`config.mk`:
```
export PLATFORM = sky130hd
export DESIGN_NAME = slot_pair_arbiter_flat
export DESIGN_NICKNAME = d
export VERILOG_FILES = /design/src/rtl/slot_pair_arbiter_if.sv /design/src/rtl/slot_pair_arbiter.sv /design/src/flat_wrapper.sv
export SDC_FILE = /design/constraint.sdc
export NUM_CORES = 1
export LEC_CHECK = 0
export BUFFER_PORTS_ARGS = -buffer_cell sky130_fd_sc_hd__clkbuf_2
export CORE_AREA = 2 2 39 41
export CTS_CLUSTER_DIAMETER = 40
export DETAILED_ROUTE_END_ITERATION = 10
export DIE_AREA = 0 0 41 43
export PLACE_DENSITY_LB_ADDON = 0.25
export SLEW_MARGIN = 10
export SYNTH_ARGS = -nofsm -noshare
export SYNTH_HDL_FRONTEND = slang
export SYNTH_SLANG_ARGS = --single-unit
```
`constraint.sdc`:
```
create_clock -name clk_6M -period 1.82 [get_ports clk_6M]
set_input_delay 0.091 -clock clk_6M [delete_from_list [all_inputs] [get_ports clk_6M]]
set_output_delay 0.091 -clock clk_6M [all_outputs]
set_load 0.1 [all_outputs]
```
`src/rtl/slot_pair_arbiter_if.sv`:
```
// Slot-pair arbiter bus: boundary pulse, requests, lengths and grant outputs.
// The master side drives requests; the slave side is the arbiter.
interface slot_pair_arbiter_if;
    logic       pair_endp;
    logic [2:0] req;
    logic [1:0] len0;
    logic [1:0] len1;
    logic [1:0] len2;
    logic [3:0] regi_starve_lim;
    logic [2:0] gnt;
    logic       gnt_start_p;
    logic [1:0] pairs_left;
    logic       busy;

    modport master (
        output pair_endp, req, len0, len1, len2, regi_starve_lim,
        input  gnt, gnt_start_p, pairs_left, busy
    );

    modport slave (
        input  pair_endp, req, len0, len1, len2, regi_starve_lim,
        output gnt, gnt_start_p, pairs_left, busy
    );
endinterface

```
`src/rtl/slot_pair_arbiter.sv`:
```
// Slot-pair timeline arbiter: connection, page scan and inquiry scan.
// Define SLOT_ARB_STARVE_EN to add scan starvation counters and urgency.
module slot_pair_arbiter (
    input  logic               clk_6M,
    input  logic               rstz,
    slot_pair_arbiter_if.slave bus
);
    typedef enum logic {IDLE, GRANT} state_t;

    state_t     state;
    logic [2:0] gnt_q;
    logic [1:0] pl_q;
    logic       start_q;
    logic       rr;

    logic       urg1;
    logic       urg2;
    logic [2:0] tie;
    logic [2:0] win;
    logic [1:0] win_len;
    logic       rel;
    logic [2:0] nxt_gnt;

    assign bus.gnt         = gnt_q;
    assign bus.gnt_start_p = start_q;
    assign bus.pairs_left  = pl_q;
    assign bus.busy        = |gnt_q;

`ifdef SLOT_ARB_STARVE_EN
    logic [3:0] cnt1;
    logic [3:0] cnt2;

    // Urgency uses the counts from before this boundary's update.
    always_comb begin
        urg1 = 1'b0;
        urg2 = 1'b0;
        if (bus.regi_starve_lim != 4'd0) begin
            urg1 = bus.req[1] && (cnt1 >= bus.regi_starve_lim);
            urg2 = bus.req[2] && (cnt2 >= bus.regi_starve_lim);
        end
    end
`else
    logic [3:0] unused_lim;
    assign unused_lim = bus.regi_starve_lim;
    assign urg1 = 1'b0;
    assign urg2 = 1'b0;
`endif

    always_comb begin
        tie = rr ? 3'b100 : 3'b010;
        win = 3'b000;
        if (urg1 && urg2)
            win = tie;
        else if (urg1)
            win = 3'b010;
        else if (urg2)
            win = 3'b100;
        else if (bus.req[0])
            win = 3'b001;
        else if (bus.req[1] && bus.req[2])
            win = tie;
        else if (bus.req[1])
            win = 3'b010;
        else if (bus.req[2])
            win = 3'b100;
    end

    always_comb begin
        win_len = 2'd0;
        case (1'b1)
            win[0]:  win_len = bus.len0;
            win[1]:  win_len = bus.len1;
            win[2]:  win_len = bus.len2;
            default: win_len = 2'd0;
        endcase
    end

    // An expired owner or one that dropped its request gives up the pair.
    always_comb begin
        rel = (state == IDLE) || (pl_q == 2'd0)
           || ((bus.req & gnt_q) == 3'b000);
        nxt_gnt = rel ? win : gnt_q;
    end

    always_ff @(posedge clk_6M or negedge rstz) begin
        if (!rstz) begin
            state   <= IDLE;
            gnt_q   <= 3'b000;
            pl_q    <= 2'd0;
            start_q <= 1'b0;
            rr      <= 1'b0;
        end else begin
            start_q <= 1'b0;
            if (bus.pair_endp) begin
                if (rel) begin
                    gnt_q   <= win;
                    pl_q    <= win_len;
                    start_q <= |win;
                    state   <= (|win) ? GRANT : IDLE;
                    if (win[1])
                        rr <= 1'b1;
                    else if (win[2])
                        rr <= 1'b0;
                end else begin
                    pl_q <= pl_q - 2'd1;
                end
            end
        end
    end

`ifdef SLOT_ARB_STARVE_EN
    always_ff @(posedge clk_6M or negedge rstz) begin
        if (!rstz) begin
            cnt1 <= 4'd0;
            cnt2 <= 4'd0;
        end else if (bus.pair_endp) begin
            if (bus.req[1] && !nxt_gnt[1])
                cnt1 <= (cnt1 == 4'd15) ? cnt1 : cnt1 + 4'd1;
            else
                cnt1 <= 4'd0;
            if (bus.req[2] && !nxt_gnt[2])
                cnt2 <= (cnt2 == 4'd15) ? cnt2 : cnt2 + 4'd1;
            else
                cnt2 <= 4'd0;
        end
    end
`endif
endmodule

```
`src/flat_wrapper.sv`:
```
// flat-port wrapper written by rule: the top's interface ports become plain ports
module slot_pair_arbiter_flat 
  (clk_6M, rstz, bus_pair_endp, bus_req, bus_len0, bus_len1, bus_len2, bus_regi_starve_lim, bus_gnt, bus_gnt_start_p, bus_pairs_left, bus_busy);
  slot_pair_arbiter_if bus_i ();
  input  logic clk_6M;
  input  logic rstz;
  input wire logic [$bits(bus_i.pair_endp)-1:0] bus_pair_endp;
  input wire logic [$bits(bus_i.req)-1:0] bus_req;
  input wire logic [$bits(bus_i.len0)-1:0] bus_len0;
  input wire logic [$bits(bus_i.len1)-1:0] bus_len1;
  input wire logic [$bits(bus_i.len2)-1:0] bus_len2;
  input wire logic [$bits(bus_i.regi_starve_lim)-1:0] bus_regi_starve_lim;
  output wire logic [$bits(bus_i.gnt)-1:0] bus_gnt;
  output wire logic [$bits(bus_i.gnt_start_p)-1:0] bus_gnt_start_p;
  output wire logic [$bits(bus_i.pairs_left)-1:0] bus_pairs_left;
  output wire logic [$bits(bus_i.busy)-1:0] bus_busy;
  assign bus_i.pair_endp = bus_pair_endp;
  assign bus_i.req = bus_req;
  assign bus_i.len0 = bus_len0;
  assign bus_i.len1 = bus_len1;
  assign bus_i.len2 = bus_len2;
  assign bus_i.regi_starve_lim = bus_regi_starve_lim;
  assign bus_gnt = bus_i.gnt;
  assign bus_gnt_start_p = bus_i.gnt_start_p;
  assign bus_pairs_left = bus_i.pairs_left;
  assign bus_busy = bus_i.busy;
  slot_pair_arbiter u_core (.clk_6M(clk_6M), .rstz(rstz), .bus(bus_i));
endmodule
```
==> reports/metrics.cfg, run 1 <==
[status]
status=completed

[placed_design]
portBuffers=18
dpl-instance-area_um2=551
pre_cts_slack_ps=115
place.gp.congestion=0.749
dp_hpwl_um=763

[finish]
finalNetCount=87
fin_area_um2=591
fin_util_pct=42.7
post_route_cells_drive_above_1_share_pct=46.4
antenna_cells=0
area_delta_synth_final_pct=39.2

[synth]
syn_area_um2=424
ys_top_cells_by_area=dfrtp_1 47%, nand2_1 7.1%, a31oi_1 4.4%, and2b_2 4.1%, o21ai_1 3.5%
synthesis.nets=62
yosysWarnings=0
yosysTopAreaCell=dfrtp_1
synthCells=45
avgSynthCellArea_um2=9.43
synth_seq_cells=8
synth_cell_types=22
yosysSeqAreaShare_pct=47.2
synth_top_area_share_pct=47.2

[sta]
fin_skew_ps=4.91
max_slew_margin_pct=64.1
drv_slew=0
fin_crit_ps=1530
setup_viol=0
fin_crit_sh_pct=83.8
max_clock_freq_mhz=656
worstMarginPinSlew_ps=541
rsz0062_at_grt=no
hold_viol=0
fin_ws_ps=294
tns_ps=0

[detailed_routing]
drtIter0Drc=16
firstDrtPassIters=4
drtAntennaViolNets=0
drc=0
vias=441
wirelength_um=966
routedWlPerCell_um=11.4
viasPerCell=5.19

[die]
start_util_pct=30.7
die_h_um=43
core_mm2=0.00138
die_x_um=41
std_cell_rows=14
fp.dieArea_mm2=0.00176
pin_count=23

[cts]
clockBufferDepth=2
cts-buffers-inserted=3
cts.clk_slew.worst_paths_ps=60
clockRootBuffer=clkbuf_4
cts_tree=done
clk_latency_ps=250
post-cts-setup-buffers=0
cts_max_level=1
cts.sinks=8

[global_route]
grt_start_max_net_pins=9
grt_pass1_wl_mm=1.61
grt_util_all_layers_pct=13.7
grt_overflow=0
grt_pass1_vias=407
antenna_found_initial=0

[worst_setup_path]
required_ps=1960
endpoint_kind=flop
reg2reg_depth=6
path_max_fanout=8
worstPathArrival_ps=1660
r2r_start=u_core.bus.pairs_left[0]
worstSetupPathType=reg -> reg
crit_path_start=u_core.bus.pairs_left[0]
start_kind=flop
r2r_slack_ps=290

[pwr]
leakage_uw=0.000287
vdd_ir_drop_max_mv=0.641
p_per_area_mw_per_mm2=1410

[min_path]
whs_path_depth=3
hp-class=in -> reg
hold_start=bus_req[0]

[run]
cap_viol_max_count=0

[path summary, 6_finish.rpt]
check,end
max,u_core.state
min,u_core.bus.gnt[0]
max reg2reg,u_core.state
min reg2reg,u_core.state
max in group asynchronous,u_core.bus.pairs_left[0]
min in group asynchronous,u_core.bus.gnt[1]
[state kept, by name, summed over array words and instances (netlist names)]
| signal | flops |
|---|---|
| u_core.bus.gnt | 3 |
| u_core.bus.pairs_left | 2 |
| u_core.bus.gnt_start_p | 1 |
| u_core.rr | 1 |
| u_core.state | 1 |
[cell type report]
type | count | area [µm²]
clock buffer | 4 | 26.3
fill | 148 | 793
inverter | 3 | 11.3
multi-input combinational | 34 | 216
sequential | 8 | 209
tap | 16 | 20.0
timing repair buffer | 20 | 108
[layer usage]
| metal | up-vias | wire (µm) | global-route usage [%] |
|---|---|---|---|
| met1 | 214 | 418 | 15.7 |
| met5 | - | 0 | 0 |
| li1 | 218 | - | - |
| met3 | 0 | 54 | 7.85 |
| met4 | 0 | 0 | 4.00 |
| met2 | 9 | 493 | 20.9 |
[critical path: stages (launching register included)]
cell      delay (ps)
dfrtp_4          400
inv_1             60
ha_1             190
nand2b_1         200
o21ai_2          330
nor2_2            80
a21o_1           150
[logic make-up after synthesis]
| group | synth area share [%] |
|---|---|
| adder cells (fa/ha/maj) | 2.95 |
| AND/OR/NAND/NOR | 21.5 |
| AO/OA/AOI/OAI | 25.7 |
| flip-flops | 47.2 |
| buffers and inverters | 2.65 |
[synthesized netlist by cell type]
cell type	number
a21o_1	1
a21oi_1	1
a221oi_1	1
a222oi_1	1
a31oi_1	3
a32o_1	1
and2b_2	2
dfrtp_1	8
ha_1	1
inv_1	3
nand2_1	8
nand2b_1	2
nand3_1	2
nor2_1	1
nor2_2	1
nor3_1	1
o21a_2	1
o21ai_1	3
o221ai_1	1
o22a_1	1
o31ai_1	1
or3_1	1
[per-stage QoR]
stage	std cells	total power, µW	hold WS [ps]
floorplan	45	605	-205
global placement	80	687	-48.5
detailed placement	80	691	-49.3
CTS	85	841	132
global route	85	891	155
finish	85	834	134
[report_power, final]
group	internal, µW	leakage [µW]	switching [µW]
Sequential	225	0.0000908	29.3
Clock	83.8	0.0000150	59.1
Combinational	94.6	0.000181	342
Total	403	0.000287	431
[cells in the final DEF, fill, tap and decap left out, types with 2 or more instances in the layout]
| cell type | n |
|---|---|
| nand2_1 | 8 |
| dfrtp_2 | 4 |
| nand2b_1 | 2 |
| dfrtp_1 | 3 |
| inv_1 | 3 |
| and2b_2 | 2 |
| o21ai_1 | 2 |
| nand3_1 | 2 |
| clkbuf_4 | 3 |
| a31oi_1 | 3 |
| clkbuf_2 | 18 |
[timing repair]
action,CTS,global route
hold endpoints to repair,8,0
gates resized for setup,0,1
setup endpoints to repair,0,2
hold buffers,1,0
Power figures use the tool's default switching activity.
==> run 2, diff against run 1 <==
--- a/config.mk
+++ b/config.mk
@@ -5,6 +5,7 @@
 export SDC_FILE = /design/constraint.sdc
 export NUM_CORES = 1
 export LEC_CHECK = 0
+export ABC_AREA = 1
 export BUFFER_PORTS_ARGS = -buffer_cell sky130_fd_sc_hd__clkbuf_2
 export CORE_AREA = 2 2 39 41
 export CTS_CLUSTER_DIAMETER = 40
==> constraint.sdc (replaced) <==
create_clock -name clk_6M -period 1.42 [get_ports clk_6M]
set_input_delay 0.071 -clock clk_6M [delete_from_list [all_inputs] [get_ports clk_6M]]
set_output_delay 0.071 -clock clk_6M [all_outputs]
set_load 0.1 [all_outputs]
==> run 2 against run 1 <==
  * Sequential share of layout area shrank 4.9 points
  * Non-clock buffer count shrank 1
  * Cell area grew 18%
  * First-iteration DRC count shrank 31%
  * Global-route usage grew 2.0 points
  * Count of clock-buffer cells in the layout is the same
  * Largest cell class unchanged
==> reports/metrics.cfg, run 2 <==
[sta]
drv_slew=0  ; unchanged
tns_ps=0  ; unchanged
fin_skew_ps=10.1  ; was 4.91 ps
rsz0062_at_grt=no  ; unchanged
fin_crit_sh_pct=94.2
max_clock_freq_mhz=748
max_slew_margin_pct=64.0  ; was 64.1%
fin_crit_ps=1340
hold_viol=0  ; unchanged
hold_slack_ps=171  ; was 134 ps
worstMarginPinSlew_ps=542  ; was 541 ps
setup_viol=0  ; unchanged

[placed_design]
dpl-instance-area_um2=658  ; was 551 µm²
dp_cells=107  ; was 80
dp_hpwl_um=880  ; was 763 µm
place.gp.congestion=0.752  ; was 0.749
portBuffers=18  ; unchanged

[pwr]
p_per_area_mw_per_mm2=1530  ; was 1410 mW/mm²
p_int_uw=531  ; was 403 µW
finalPower_uw=1060  ; was 834 µW
p_sw_uw=532  ; was 431 µW
leakage_uw=0.000410  ; was 0.000287 µW
comb_power_share_pct=52.4  ; about the same
vdd_ir_drop_max_mv=0.714  ; was 0.641 mV
clkPwrFrac_pct=17.5  ; was 17.1%
p_seq_share_pct=30.1  ; was 30.5%
swShare_pct=50.1  ; was 51.6%

[finish]
finalNetCount=114  ; was 87
post_route_cells_drive_above_1_share_pct=34.4  ; was 46.4%
largest_reg_flops=3  ; unchanged
fin_cells=112  ; was 85
final_common_cell=nand2_1  ; was clkbuf_2
final_cell_mix=28 x nand2_1, 17 x clkbuf_2, 13 x inv_1  ; was 18 x clkbuf_2, 8 x nand2_1, 4 x dfrtp_2
fin_area_um2=694  ; was 591 µm²
area_delta_synth_final_pct=35.0  ; was 39.2%
antenna_cells=0  ; unchanged

[synth]
async_flop_share_pct=100  ; unchanged
synth_top_area_share_pct=38.9  ; was 47.2%
yosysTopAreaCell=dfrtp_1  ; unchanged
synth.area.mux_share_pct=0  ; unchanged
yosysSeqAreaShare_pct=38.9  ; was 47.2%
synth_cell_types=15  ; was 22
synth-compound-area-share_pct=3.89  ; was 25.7%
ys_top_cells_by_area=dfrtp_1 39%, nand2_1 20%, inv_1 9.5%, nand3_1 5.8%, nand2_4 4.4%  ; was dfrtp_1 47%, nand2_1 7.1%, a31oi_1 4.4%, and2b_2 4.1%, o21ai_1 3.5%
avgSynthCellArea_um2=7.04  ; was 9.43 µm²
synth_edf_count=0  ; unchanged
synth_seq_cells=8  ; unchanged
synth_top_family_by_area=simple AND/OR/NAND/NOR gates  ; was compound AO/OA/AOI/OAI gates
synthAdderAreaFrac_pct=2.43  ; was 2.95%
synthSimpleGateAreaFrac_pct=45.3  ; was 21.5%
syn_area_um2=514  ; was 424 µm²
synth.most_common_cell=nand2_1
synthesis.nets=90  ; was 62
synthCells=73  ; was 45
synthTopCellsByCount=28 x nand2_1, 13 x inv_1, 8 x dfrtp_1, 6 x nand3_1, 4 x nor2_1  ; was 8 x dfrtp_1, 8 x nand2_1, 3 x a31oi_1, 3 x inv_1, 3 x o21ai_1
yosysWarnings=0  ; unchanged
synthFlopType=dfrtp_1  ; unchanged
yosys.area_share.xor_xnor_pct=0  ; unchanged

[global_route]
antenna_found_initial=0  ; unchanged
grt_overflow=0  ; unchanged
grt_pass1_vias=445  ; was 407
grt_util_all_layers_pct=15.7  ; was 13.7%
grt_start_max_net_pins=9  ; unchanged
grt_pass1_wl_mm=1.84  ; was 1.61 mm

[detailed_routing]
firstDrtPassIters=4  ; unchanged
drtAntennaViolNets=0  ; unchanged
viasPerCell=4.60  ; was 5.19
drtIter0Drc=11  ; was 16
routedWlPerCell_um=9.27  ; was 11.4 µm
vias=515  ; was 441
drc=0  ; unchanged
wirelength_mm=1.04  ; was 966 µm

[die]
std_cell_rows=14  ; unchanged
die_h_um=43  ; unchanged
pin_count=23  ; unchanged
fp.dieArea_mm2=0.00176  ; unchanged
core_mm2=0.00138  ; unchanged
die_x_um=41  ; unchanged
start_util_pct=37.2  ; was 30.7%

[worst_setup_path]
endpoint_kind=output port  ; was flop
timing.rr.end=u_core.bus.pairs_left[1]  ; was u_core.state
worstSetupPathType=reg -> out  ; was reg -> reg
crit_end=bus_busy  ; was u_core.state
path_max_fanout=4  ; was 8
start_kind=flop  ; unchanged
r2r_slack_ps=210  ; was 290 ps
reg2reg_depth=8  ; was 6
required_ps=1350  ; was 1960 ps
r2r_start=u_core.bus.pairs_left[0]  ; unchanged
worstPathArrival_ps=1270  ; was 1660 ps
crit_path_start=u_core.bus.gnt[0]  ; was u_core.bus.pairs_left[0]

[cts]
cts.clk_slew.worst_paths_ps=60  ; about the same
cts_resized=0  ; unchanged
clk_latency_ps=260  ; was 250 ps
cts-buffers-inserted=3  ; unchanged
clockBufferDepth=2  ; unchanged
cts_tree=done  ; unchanged
cts_max_level=1  ; unchanged
post-cts-setup-buffers=0  ; unchanged
clockRootBuffer=clkbuf_4  ; unchanged
holdBufCountCts=1  ; unchanged
cts.sinks=8  ; unchanged

[min_path]
hp-class=in -> reg  ; unchanged

[status]
status=completed  ; unchanged

[run]
cap_viol_max_count=0  ; unchanged

run 2: cell count changes in the layout (fill, tap and decap cells not counted), moves of 2 or more:
| cell | change |
|---|---|
| nor2_1 | +3 |
| nand4_1 | +2 |
| nand2_1 | +20 |
| nand3_1 | +4 |
| inv_1 | +10 |
| a31oi_1 | -3 |
| nand2b_1 | -2 |
| and2b_2 | -2 |
| nand2_4 | +2 |
run 2: stage by stage:
| step | setup WS [ps] | utilization (%) |
|---|---|---|
| final | 82.8 | 50.2 |
| after CTS | 71.6 | 50.2 |
| after floorplan | 21.1 | - |
| after detailed placement | 207 | 47.6 |
| after global routing | 43.3 | 50.2 |
| after global placement | 225 | 47.6 |
run 2: logic make-up after synthesis:
family / after synthesis
compound gates: 4
fa+ha+maj: 1
buf+inv: 13
flops: 8
simple gates: 47
run 2: area by class of cell:
type	count	area, µm²
Sequential cell	8	211
Fill cell	141	689
Clock buffer	4	26.3
Tap cell	16	20.0
Timing Repair Buffer	19	115
Inverter	13	48.8
Multi-Input combinational cell	52	273
run 2: layer usage:
layer,vias to the layer above,global-route usage (%),part of all wire [%]
li1,271,-,-
met1,230,18.5,43
met2,12,23.1,51
met3,2,8.38,5.4
met4,0,6.00,0.58
met5,-,0,0
run 2: worst min-delay path by stage:
stage	start	end	depth (start not counted)
2_1_floorplan	rstz	u_core.bus.gnt[0]	0
3_3_place_gp	rstz	u_core.rr	1
3_5_place_dp	rstz	u_core.rr	1
4_1_cts	bus_pair_endp	u_core.bus.gnt_start_p	3
5_1_grt	bus_pair_endp	u_core.bus.gnt_start_p	3
6_report	bus_pair_endp	u_core.bus.gnt_start_p	3
run 2: worst max-delay path: stages (launching register included):
cell and delay (ps):
dfrtp_2 430, or3_4 400, buf_12 170
run 2: power groups by stage:
stage / sequential (µW) / combinational (µW) / clock [µW]
2_1_floorplan: 528 / 231 / 0
4_1_cts: 321 / 563 / 194
5_1_grt: 327 / 603 / 214
6_report: 320 / 557 / 185
3_5_place_dp: 325 / 560 / 0
3_3_place_gp: 322 / 554 / 0
==> run 3, diff against run 2 <==
--- a/config.mk
+++ b/config.mk
@@ -12,7 +12,7 @@
 export DETAILED_ROUTE_END_ITERATION = 10
 export DIE_AREA = 0 0 41 43
 export PLACE_DENSITY_LB_ADDON = 0.25
-export SLEW_MARGIN = 10
+export SLEW_MARGIN = 20
 export SYNTH_ARGS = -nofsm -noshare
 export SYNTH_HDL_FRONTEND = slang
 export SYNTH_SLANG_ARGS = --single-unit
==> constraint.sdc (replaced) <==
create_clock -name clk_6M -period 1.7 [get_ports clk_6M]
set_input_delay 0.085 -clock clk_6M [delete_from_list [all_inputs] [get_ports clk_6M]]
set_output_delay 0.085 -clock clk_6M [all_outputs]
set_load 0.1 [all_outputs]
==> run 3 against run 2 <==
  * First-iteration DRC count is 64% lower
  * Non-clock buffer count did not move
  * Setup slack improved by 120 ps
  * Clock skew is essentially flat
  * Combinational power decreased by 21%
  * Cell count unchanged
  * Critical path depth did not move
  * Total power shrank 20%
  * Via count is 1.4% higher
  * Worst hold slack improved by 2.7 ps
  * Die area unchanged
  * Sequential cell count is the same
  * Critical endpoint unchanged
==> reports/metrics.cfg, run 3 (synthesis gave the netlist of run 2 again) <==
[status]
status=completed  ; unchanged

[finish]
fillCellCount=147  ; was 141
fin_util_pct=48.3  ; was 50.2%
finalNetCount=114  ; unchanged
antenna_cells=0  ; unchanged
final_cell_mix=28 x nand2_1, 18 x clkbuf_2, 13 x inv_1  ; was 28 x nand2_1, 17 x clkbuf_2, 13 x inv_1
area_delta_synth_final_pct=29.9  ; was 35.0%
largest_reg_flops=3  ; unchanged
final_common_cell=nand2_1  ; unchanged
post_route_cells_drive_above_1_share_pct=30.2  ; was 34.4%

[detailed_routing]
vias=522  ; was 515
drc=0  ; unchanged
drtIter0Drc=4  ; was 11
viasPerCell=4.66  ; was 4.60
firstDrtPassIters=4  ; unchanged
drtAntennaViolNets=0  ; unchanged
routedWlPerCell_um=9.15  ; was 9.27 µm
wirelength_mm=1.03  ; was 1.04 mm

[worst_setup_path]
required_ps=1620  ; was 1350 ps
worstSetupPathType=reg -> out  ; unchanged
endpoint_kind=output port  ; unchanged
timing.rr.end=u_core.bus.pairs_left[1]  ; unchanged
r2r_slack_ps=460  ; was 210 ps
r2r_start=u_core.bus.pairs_left[0]  ; unchanged
worstPathArrival_ps=1410  ; was 1270 ps
reg2reg_depth=8  ; unchanged
start_kind=flop  ; unchanged
path_max_fanout=4  ; unchanged

[die]
start_util_pct=37.2  ; unchanged
pin_count=23  ; unchanged
std_cell_rows=14  ; unchanged
die_h_um=43  ; unchanged
fp.dieArea_mm2=0.00176  ; unchanged
die_x_um=41  ; unchanged
core_mm2=0.00138  ; unchanged

[sta]
rsz0062_at_grt=no  ; unchanged
max_clock_freq_mhz=668
drv_slew=0  ; unchanged
fin_skew_ps=9.69  ; was 10.1 ps
fin_crit_ps=1500
tns_ps=0  ; unchanged
hold_viol=0  ; unchanged
worstMarginPinSlew_ps=541  ; was 542 ps
setup_viol=0  ; unchanged
fin_crit_sh_pct=88.1
max_slew_margin_pct=64.1  ; was 64.0%

[cts]
cts-buffers-inserted=3  ; unchanged
cts_max_level=1  ; unchanged
cts.clk_slew.worst_paths_ps=60  ; about the same
cts_tree=done  ; unchanged
clk_latency_ps=260  ; about the same
clockBufferDepth=2  ; unchanged
cts_resized=0  ; unchanged
clockRootBuffer=clkbuf_4  ; unchanged
cts.sinks=8  ; unchanged

[global_route]
grt_overflow=0  ; unchanged
grt_pass1_vias=444  ; was 445
grt_start_max_net_pins=9  ; unchanged
grt_pass1_wl_mm=1.70  ; was 1.84 mm
antenna_found_initial=0  ; unchanged
grt_util_all_layers_pct=14.6  ; was 15.7%

[min_path]
whs_path_depth=3  ; unchanged
hp-class=in -> reg  ; unchanged
worst_hold_path.endpoint=u_core.bus.gnt_start_p  ; unchanged
hold_start=bus_pair_endp  ; unchanged

[pwr]
leakage_uw=0.000410  ; about the same
vdd_ir_drop_max_mv=0.800  ; was 0.714 mV
p_per_area_mw_per_mm2=1270  ; was 1530 mW/mm²

[placed_design]
portBuffers=18  ; unchanged
dp_hpwl_um=879  ; was 880 µm
place.gp.congestion=0.771  ; was 0.752

[run]
cap_viol_max_count=0  ; unchanged

## run 3: through the flow
stage	cells	setup slack [ps]	total power [µW]	hold WS (ps)	area [µm²]
after floorplan	73	25.0	625	-211	522
after global placement	107	458	700	-57.7	632
after detailed placement	107	452	706	-62.3	632
after CTS	112	192	862	170	668
after global routing	112	153	910	187	668
final	112	203	851	174	668
## run 3: power by group
group	internal, µW	total (µW)	leakage (µW)	switching (µW)
combinational	94.9	438	0.000299	343
sequential	230	261	0.0000967	31.0
clock	89.6	152	0.0000150	62.3
## run 3: routing by layer
layer	track usage [%]	vias to the layer above	routed length [µm]
met5	0	-	0
met4	4.00	0	0
met3	7.85	0	69
met2	21.9	11	542
met1	17.5	239	414
li1	-	272	-
## run 3: worst max-delay path, stage by stage, from the launching register on
cell	delay [ps]
dfrtp_1	410
or3_4	380
clkbuf_2	370
## run 3: final cells by class
cell class	count	area [µm²]	share of cell area [%]
well taps	16	20.0	3.00
flip-flops and latches	8	203	30.3
repair buffers	19	100	15.0
multi-input cells	52	270	40.4
clock buffers	4	26.3	3.93
inverters	13	48.8	7.30
## run 3: how the worst max path moves through the flow
stage,from,cells past startpoint,end,slack (ps)
finish,u_core.bus.gnt[0],2,bus_busy,200
global route,u_core.bus.gnt[0],2,bus_busy,150
CTS,u_core.bus.gnt[0],2,bus_busy,190
detailed placement,u_core.bus.pairs_left[0],8,u_core.bus.pairs_left[1],450
global placement,u_core.bus.gnt[0],2,bus_busy,460
floorplan,u_core.bus.gnt[1],7,u_core.bus.pairs_left[0],30
## run 3: repair_timing
action / CTS / global route
endpoints found under the hold margin: 8 / 0
hold buffers: 1 / 0
setup buffers: 0 / 0
